==> config.mk <==
export PLATFORM = sky130hd
export DESIGN_NAME = i2soutsinglechannel_flat
export DESIGN_NICKNAME = d
export VERILOG_FILES = /design/src/rtl/i2s_pkg.sv /design/src/rtl/i2soutsinglechannel_if.sv /design/src/rtl/i2s_hold_buffer.sv /design/src/rtl/i2soutsinglechannel.sv /design/src/flat_wrapper.sv
export SDC_FILE = /design/constraint.sdc
export NUM_CORES = 1
export LEC_CHECK = 0
export CAP_MARGIN = 20
export CORE_ASPECT_RATIO = 1.5
export CORE_MARGIN = 3
export CORE_UTILIZATION = 57
export CTS_CLUSTER_SIZE = 24
export DETAILED_ROUTE_END_ITERATION = 10
export MAX_ROUTING_LAYER = met4
export PLACE_DENSITY = 0.82
export SETUP_SLACK_MARGIN = 0.02
export SYNTH_ARGS = -nofsm -noshare
export SYNTH_HDL_FRONTEND = slang
export SYNTH_SLANG_ARGS = --single-unit
==> constraint.sdc <==
create_clock -name sck -period 2.4 [get_ports sck]
set_input_delay 0.36 -clock sck [delete_from_list [all_inputs] [get_ports sck]]
set_output_delay 0.36 -clock sck [all_outputs]
set_load 0.005 [all_outputs]
==> src/rtl/i2s_pkg.sv <==
// Shared I2S framing types and helpers for the single-channel transmitter and receiver.
package i2s_pkg;

   typedef enum logic [1:0] {StIdle, StArmed, StShift, StPad} i2s_state_e;

   function automatic int unsigned cnt_width(input int unsigned bits);
      return $clog2(bits + 1);
   endfunction

endpackage

==> src/rtl/i2soutsinglechannel_if.sv <==
// Sample handshake between the mixer core (master) and the I2S transmitter (slave).
interface i2soutsinglechannel_if #(
   parameter int unsigned BITS_PRECISION = 10
) ();

   logic [BITS_PRECISION-1:0] data_out;
   logic                      data_valid;
   logic                      data_ready;

   modport master (output data_out, output data_valid, input data_ready);
   modport slave (input data_out, input data_valid, output data_ready);

endinterface

==> src/rtl/i2s_hold_buffer.sv <==
// One-entry valid/ready sample buffer; a load frees the slot and may be refilled on the same edge.
module i2s_hold_buffer #(
   parameter int unsigned Width = 10
) (
   input  logic             sck,
   input  logic             rst,
   input  logic [Width-1:0] in_data,
   input  logic             in_valid,
   output logic             in_ready,
   input  logic             load,
   output logic [Width-1:0] hold_data,
   output logic             hold_valid
);

   logic [Width-1:0] data_q;
   logic             valid_q;
   logic             take;

   assign in_ready   = ~rst & (~valid_q | load);
   assign take       = in_valid & in_ready;
   assign hold_data  = data_q;
   assign hold_valid = valid_q;

   always_ff @(posedge sck) begin
      if (rst) begin
         data_q  <= '0;
         valid_q <= 1'b0;
      end else begin
         if (take) begin
            data_q <= in_data;
         end
         if (take) begin
            valid_q <= 1'b1;
         end else if (load) begin
            valid_q <= 1'b0;
         end
      end
   end

endmodule

==> src/rtl/i2soutsinglechannel.sv <==
// Single-channel I2S transmitter: buffers one sample and shifts it out MSB-first while enable is high.
module i2soutsinglechannel
   import i2s_pkg::*;
#(
   parameter int unsigned BITS_PRECISION = 10
) (
   input  logic                  sck,
   input  logic                  rst,
   input  logic                  enable,
   i2soutsinglechannel_if.slave  bus,
   output logic                  sd,
   output logic                  frame_done,
   output logic                  underrun
);

   localparam int unsigned CntW = cnt_width(BITS_PRECISION);
   localparam logic [CntW-1:0] LastCnt = CntW'(BITS_PRECISION - 1);

   i2s_state_e                state_q, state_d;
   logic [BITS_PRECISION-1:0] shreg_q, shreg_d;
   logic [CntW-1:0]           bit_cnt_q, bit_cnt_d;
   logic                      last_enable_q;
   logic                      frame_done_q, frame_done_d;
   logic                      underrun_q, underrun_d;
   logic                      load;
   logic [BITS_PRECISION-1:0] hold_data;
   logic                      hold_valid;

   i2s_hold_buffer #(
      .Width(BITS_PRECISION)
   ) u_hold (
      .sck       (sck),
      .rst       (rst),
      .in_data   (bus.data_out),
      .in_valid  (bus.data_valid),
      .in_ready  (bus.data_ready),
      .load      (load),
      .hold_data (hold_data),
      .hold_valid(hold_valid)
   );

   always_ff @(posedge sck) begin
      if (rst) begin
         state_q       <= StIdle;
         shreg_q       <= '0;
         bit_cnt_q     <= '0;
         last_enable_q <= 1'b0;
         frame_done_q  <= 1'b0;
         underrun_q    <= 1'b0;
      end else begin
         state_q       <= state_d;
         shreg_q       <= shreg_d;
         bit_cnt_q     <= bit_cnt_d;
         last_enable_q <= enable;
         frame_done_q  <= frame_done_d;
         underrun_q    <= underrun_d;
      end
   end

   always_comb begin
      state_d      = state_q;
      shreg_d      = shreg_q;
      bit_cnt_d    = bit_cnt_q;
      load         = 1'b0;
      underrun_d   = 1'b0;
      frame_done_d = last_enable_q & ~enable;
      unique case (state_q)
         StIdle: begin
            if (enable) begin
               // Frame started with nothing armed: send zeros for the whole slot.
               state_d    = StShift;
               shreg_d    = '0;
               bit_cnt_d  = CntW'(1);
               underrun_d = 1'b1;
            end else if (hold_valid) begin
               load    = 1'b1;
               shreg_d = hold_data;
               state_d = StArmed;
            end
         end
         StArmed: begin
            if (enable) begin
               shreg_d   = {shreg_q[BITS_PRECISION-2:0], 1'b0};
               bit_cnt_d = CntW'(1);
               state_d   = StShift;
            end
         end
         StShift: begin
            if (enable) begin
               shreg_d   = {shreg_q[BITS_PRECISION-2:0], 1'b0};
               bit_cnt_d = bit_cnt_q + CntW'(1);
               if (bit_cnt_q == LastCnt) begin
                  state_d = StPad;
               end
            end else begin
               state_d   = StIdle;
               shreg_d   = '0;
               bit_cnt_d = '0;
            end
         end
         StPad: begin
            if (!enable) begin
               state_d   = StIdle;
               shreg_d   = '0;
               bit_cnt_d = '0;
            end
         end
         default: state_d = StIdle;
      endcase
   end

   assign sd         = shreg_q[BITS_PRECISION-1];
   assign frame_done = frame_done_q;
   assign underrun   = underrun_q;

endmodule

==> src/flat_wrapper.sv <==
// flat-port wrapper written by rule: the top's interface ports become plain ports
module i2soutsinglechannel_flat import i2s_pkg::*;
#(
   parameter int unsigned BITS_PRECISION = 10
)
  (sck, rst, enable, sd, frame_done, underrun, bus_data_out, bus_data_valid, bus_data_ready);
  i2soutsinglechannel_if #(.BITS_PRECISION(BITS_PRECISION)) bus_i ();
  input  logic sck;
  input  logic rst;
  input  logic enable;
  output logic sd;
  output logic frame_done;
  output logic underrun;
  input wire logic [$bits(bus_i.data_out)-1:0] bus_data_out;
  input wire logic [$bits(bus_i.data_valid)-1:0] bus_data_valid;
  output wire logic [$bits(bus_i.data_ready)-1:0] bus_data_ready;
  assign bus_i.data_out = bus_data_out;
  assign bus_i.data_valid = bus_data_valid;
  assign bus_data_ready = bus_i.data_ready;
  i2soutsinglechannel #(.BITS_PRECISION(BITS_PRECISION)) u_core (.sck(sck), .rst(rst), .enable(enable), .bus(bus_i), .sd(sd), .frame_done(frame_done), .underrun(underrun));
endmodule
---- Word-level counts from Yosys, hierarchy flattened ----
Index checks and enable logic that the tools add are counted.
storage, ports and cells
  register bits after elaboration ......... 30
  bits of input ports ..................... 14
  output and inout port bits .............. 4
  word-level logic and storage cells ...... 56
operators by class
  $add $sub $neg .......................... 1
  equal/unequal tests ..................... 9
  muxes and demuxes ....................... 23
  bitwise operators ....................... 8
  reductions and logical operators ........ 7
operators with widths
  kind                 number
  $mux 10              5
  $pmux 10 s4          1
  $mux 2               6
  $mux 4               3
  $pmux 4 s3           1
  $pmux 2 s4           1
  $mux 1               6
  $add 4x1->4 const B  1
  $eq 2x2->1 const B   2
  $eq 4x4->1 const B   1
  $ne 2x2->1 const B   2
  $not 1->1            4
  $reduce_and 4->1     1
  $reduce_or 2->1      2
  $and 1x1->1          3
  $ne 3x2->1 const B   1
  $ne 3x3->1 const B   1
  $reduce_and 3->1     1
  $eq 2x1->1 const B   1
  $logic_not 2->1      1
  $ne 2x1->1 const B   1
  $reduce_and 2->1     1
  $reduce_bool 2->1    1
  $or 1x1->1           1

---- Longest topological paths before layout ----
  depth after elaboration ................. 7
  mapped depth ............................ 6

---- Cells and area by module ----
A second synthesis with hierarchy kept.
unflattened totals
  cell total of the unflattened synthesis .. 156
  area total of the unflattened synthesis .. 1428.9 µm²
by module, submodules not included
  module               instances  cells an instance  area each (µm²)  sequential area each (µm²)
  i2soutsinglechannel  1          107                917.1            380.4
  i2s_hold_buffer      1          49                 511.7            220.2

---- Least setup slack after synthesis ----
No wires, ideal clock.
  kind .................................... input to register
  start ................................... in enable
  end ..................................... reg u_core.u_hold.data_q[0] (netlist: u_core.u_hold.hold_data[0])
  setup time .............................. 0.121 ns
  data arrival time ....................... 1.428 ns
  required time ........................... 2.279 ns
  path slack .............................. 0.851 ns
  cell stages on the path ................. 6
  buffers on the path ..................... 2
  cell sequence ........................... buf_4 -> or3_4 -> nand2_1 -> nand3b_1 -> buf_6 -> mux2_4
between the ends
  longest elaborated chain between the ends .. 5
RTL lines
  what                  RTL line                   text
  start, declared       flat_wrapper.sv:10         input logic enable;
  $mux 1                i2soutsinglechannel.sv:69  if (enable) begin
  $mux 1                i2soutsinglechannel.sv:67  unique case (state_q)
  $or 1x1->1            i2s_hold_buffer.sv:19      assign in_ready = ~rst & (~valid_q | load);
  $and 1x1->1           i2s_hold_buffer.sv:19
  $and 1x1->1           i2s_hold_buffer.sv:20      assign take = in_valid & in_ready;
  end signal, assigned  i2s_hold_buffer.sv:30      data_q <= in_data;
  end, declared         i2s_hold_buffer.sv:15      logic [Width-1:0] data_q;
Every way passes these cells.
A chain may end at the register's enable or synchronous reset.

---- Worst setup path after layout ----
  start ................................... reg u_core.state_q[0]
  end ..................................... out bus_data_ready
between the ends
  longest elaborated chain between the ends .. 4
RTL lines
  what                    RTL line                   text
  start, declared         i2soutsinglechannel.sv:19  i2s_state_e state_q, state_d;
  start signal, assigned  i2soutsinglechannel.sv:44  state_q <= StIdle;
  start signal, assigned  i2soutsinglechannel.sv:51  state_q <= state_d;
  $logic_not 2->1         i2soutsinglechannel.sv:67
  $mux 1                  i2soutsinglechannel.sv:67
  $or 1x1->1              i2s_hold_buffer.sv:19
  $and 1x1->1             i2s_hold_buffer.sv:19
  end, declared           flat_wrapper.sv:16         output wire logic [$bits(bus_i.data_ready)-1:0] bus_data_ready;
Every way passes these cells.

==> reports/qor.txt <==
status: completed
CP Capture Type: primary output
Worst Reg-to-Reg Cells: 5
multi-input logic area: 684.4 µm²
Post-CTS Resized: 0
minimum clock period: 2.236 ns
Synth top area share: 44.36%
cell area after synthesis: 0.001354 mm²
GP Congestion: 0.7969
Port Buf Inserts: 17
Critical path origin: u_core.state_q[0]
Synth top cells by count: dfxtp_1 (30), nor2_1 (16), nor2b_1 (13), mux2_4 (10), nor3_1 (8)
Pleak: 0.6520 nW
Worst R2R Start: u_core.state_q[0]
drt first pass iters: 4
CP required: 2.04 ns
clock share of power: 30.2%
die height: 65.69 µm
CTS tree: yes
register area: 600.6 µm²
die area: 0.003008 mm²
Total GRT Usage: 21.88%
Synth Instances: 136
# nets final: 173
CTS max path bufs: 2
Synth Flop Type: dfxtp_1
largest net degree at the start of global routing: 23
Die X: 45.79 µm
grt ovf: 0
setup violators final: 0
switching share of power: 25.83%
Worst R2R Setup Slack: 0.73 ns
post-synth cell types: 30
drt wl/cell: 14.91 µm
Setup TNS Final: 0 ns
synth-to-layout area growth: 17.93%
Hold WC Path Type: reg -> reg
Yosys reg bits: 30
Pint: 0.7667 mW
hold buffers post-CTS: 0
routed vias: 1062
normalized max-slew margin: 73.81%
area leader, netlist: dfxtp_1
total CTS buffers: 5
Post-synth EDFFs: 0
register area share after synthesis: 44.36%
min-delay src: u_core.last_enable_q
dominant cell by count in the synthesized netlist: dfxtp_1
DP Area: 0.001536 mm²
synth top area cells: dfxtp_1 (44%), mux2_4 (11%), nor2b_1 (6.0%)
Rows: 21
clk sink count: 30
Net Sw Power: 0.2670 mW
fraction of layout cells with a size suffix above 1: 15.19%
Reg-to-Reg End: u_core.u_hold.hold_data[4]
initial core utilization: 59.91%
worst-margin pin slew: 0.3914 ns
CTS Root Cell: clkbuf_4
Fin. Hold Viols: 0
Max IR drop VDD: 385.5 µV
initial antenna violation count: 0
clock slew at reported path FFs: 0.10 ns
top achievable clock speed: 447.1 MHz
initial DRC count: 28
async set-reset flop share out of synthesis: 0%
Max-cap violations: 0
Avg Cell Area, Syn: 9.954 µm²
DRC: 0
CP Class: reg -> out
Reg power frac: 53.9%
Via density: 5.867
vias in the first global route: 1101
Clock Latency Late Sink: 0.34 ns
H-tree depth: 2
DRT Wirelength: 2698 µm
# fillers: 187
CP max FO: 9
Final Skew: 0.01181 ns
Startpoint Class: flop
HPWL Detailed: 1880 µm
final std cell area, no fill: 0.001597 mm²
postcts setup bufs: 0
CP Capture Point: bus_data_ready
PwrDens: 647.5 mW/mm²
global-route wire length before repair: 4609 µm
Logic pwr share: 15.9%
syn nets: 152
ANT nets after route: 0
Core Area: 0.002260 mm²
hold slack: 0.4736 ns
# IOs: 18
synth warn: 0
fin. max-slew vios: 0
Period Utilization, post-route: 93.18%
RSZ-0062 raised after global routing: no
# diodes: 0
crit path DAT: 1.88 ns
==> cell usage in the layout, fill, tap and decap left out, types with 2 or more instances in the layout <==
cell type        Yosys  layout
dfxtp_1             30      30
clkdlybuf4s50_1      0      17
nor2_1              16      16
nor2b_1             13      13
mux2_4              10      10
nor3_1               8       8
a21oi_1              7       7
a221oi_1             6       6
buf_4                1       6
a22oi_1              5       5
clkbuf_4             0       5
xnor2_1              3       3
a22o_1               3       3
a211oi_1             3       3
nand2_1              3       3
o21ai_0              3       3
nand4b_1             2       2
a21o_1               2       2
nor3b_1              2       2
ha_1                 2       2
==> cells by family after synthesis <==
logic type / count (synthesis) / share of synthesized area [%]
xor+xnor: 3 / 1.941
simple gates: 49 / 19.32
compound gates: 30 / 15.62
fa+ha+maj: 2 / 1.848
buf+inv: 11 / 5.082
mux: 11 / 11.83
flops: 30 / 44.36
==> registers in the layout (all words and copies together), names as in the netlist <==
signal / flops
u_core.shreg_q: 10
u_core.underrun: 1
u_core.bit_cnt_q: 4
u_core.u_hold.hold_data: 10
u_core.state_q: 2
u_core.frame_done: 1
u_core.last_enable_q: 1
u_core.u_hold.hold_valid: 1
==> how the worst min path moves through the flow <==
stage                         to  depth (start not counted)
2_1_floorplan  u_core.frame_done                          1
3_3_place_gp   u_core.frame_done                          1
3_5_place_dp   u_core.frame_done                          1
4_1_cts        u_core.frame_done                          1
5_1_grt        u_core.frame_done                          1
6_report       u_core.frame_done                          1
==> power by group through the flow <==
| stage | registers (mW) | logic [mW] | clock network (mW) |
|---|---|---|---|
| 6_report | 0.557 | 0.164 | 0.313 |
| 3_5_place_dp | 0.568 | 0.165 | 0 |
| 2_1_floorplan | 0.558 | 0.118 | 0 |
| 4_1_cts | 0.556 | 0.166 | 0.323 |
| 5_1_grt | 0.561 | 0.182 | 0.348 |
| 3_3_place_gp | 0.566 | 0.157 | 0 |
==> metrics by stage <==
| step | worst slack [ns] | std cells | util [%] | total power [mW] |
|---|---|---|---|---|
| 6_report | 0.1636 | 181 | 70.65 | 1.034 |
| 5_1_grt | 0.04933 | 181 | 70.65 | 1.091 |
| 4_1_cts | 0.1437 | 181 | 70.65 | 1.045 |
| 3_5_place_dp | 0.2225 | 173 | 68.00 | 0.7320 |
| 3_3_place_gp | 0.2756 | 173 | 68.00 | 0.7228 |
| 2_1_floorplan | 0.8506 | 136 | - | 0.6763 |
==> per-layer routing <==
| metal | wire length, µm | part of all wire, % | vias to the layer above | track usage (%) |
|---|---|---|---|---|
| met5 | 0 | 0 | - | - |
| met4 | 89 | 3.3 | 0 | 14.95 |
| met3 | 106 | 3.9 | 8 | 4.110 |
| met2 | 1389 | 51 | 23 | 34.97 |
| met1 | 1113 | 41 | 504 | 23.51 |
| li1 | - | - | 527 | - |
==> worst max-delay path, stage by stage (launching register included) <==
cell and delay, ns:
dfxtp_1 0.42, or3_4 0.44, a21oi_1 0.16, clkdlybuf4s50_1 0.52
==> layout make-up <==
type / instances / share of cell area (%)
multi-input cells: 95 / 42.87
flip-flops and latches: 30 / 37.62
repair buffers: 23 / 13.48
clock buffers: 7 / 3.448
well taps: 23 / 1.803
inverters: 2 / 0.4702
clock inverters: 1 / 0.3135
Note: power is estimated with default switching activity, not from simulation.
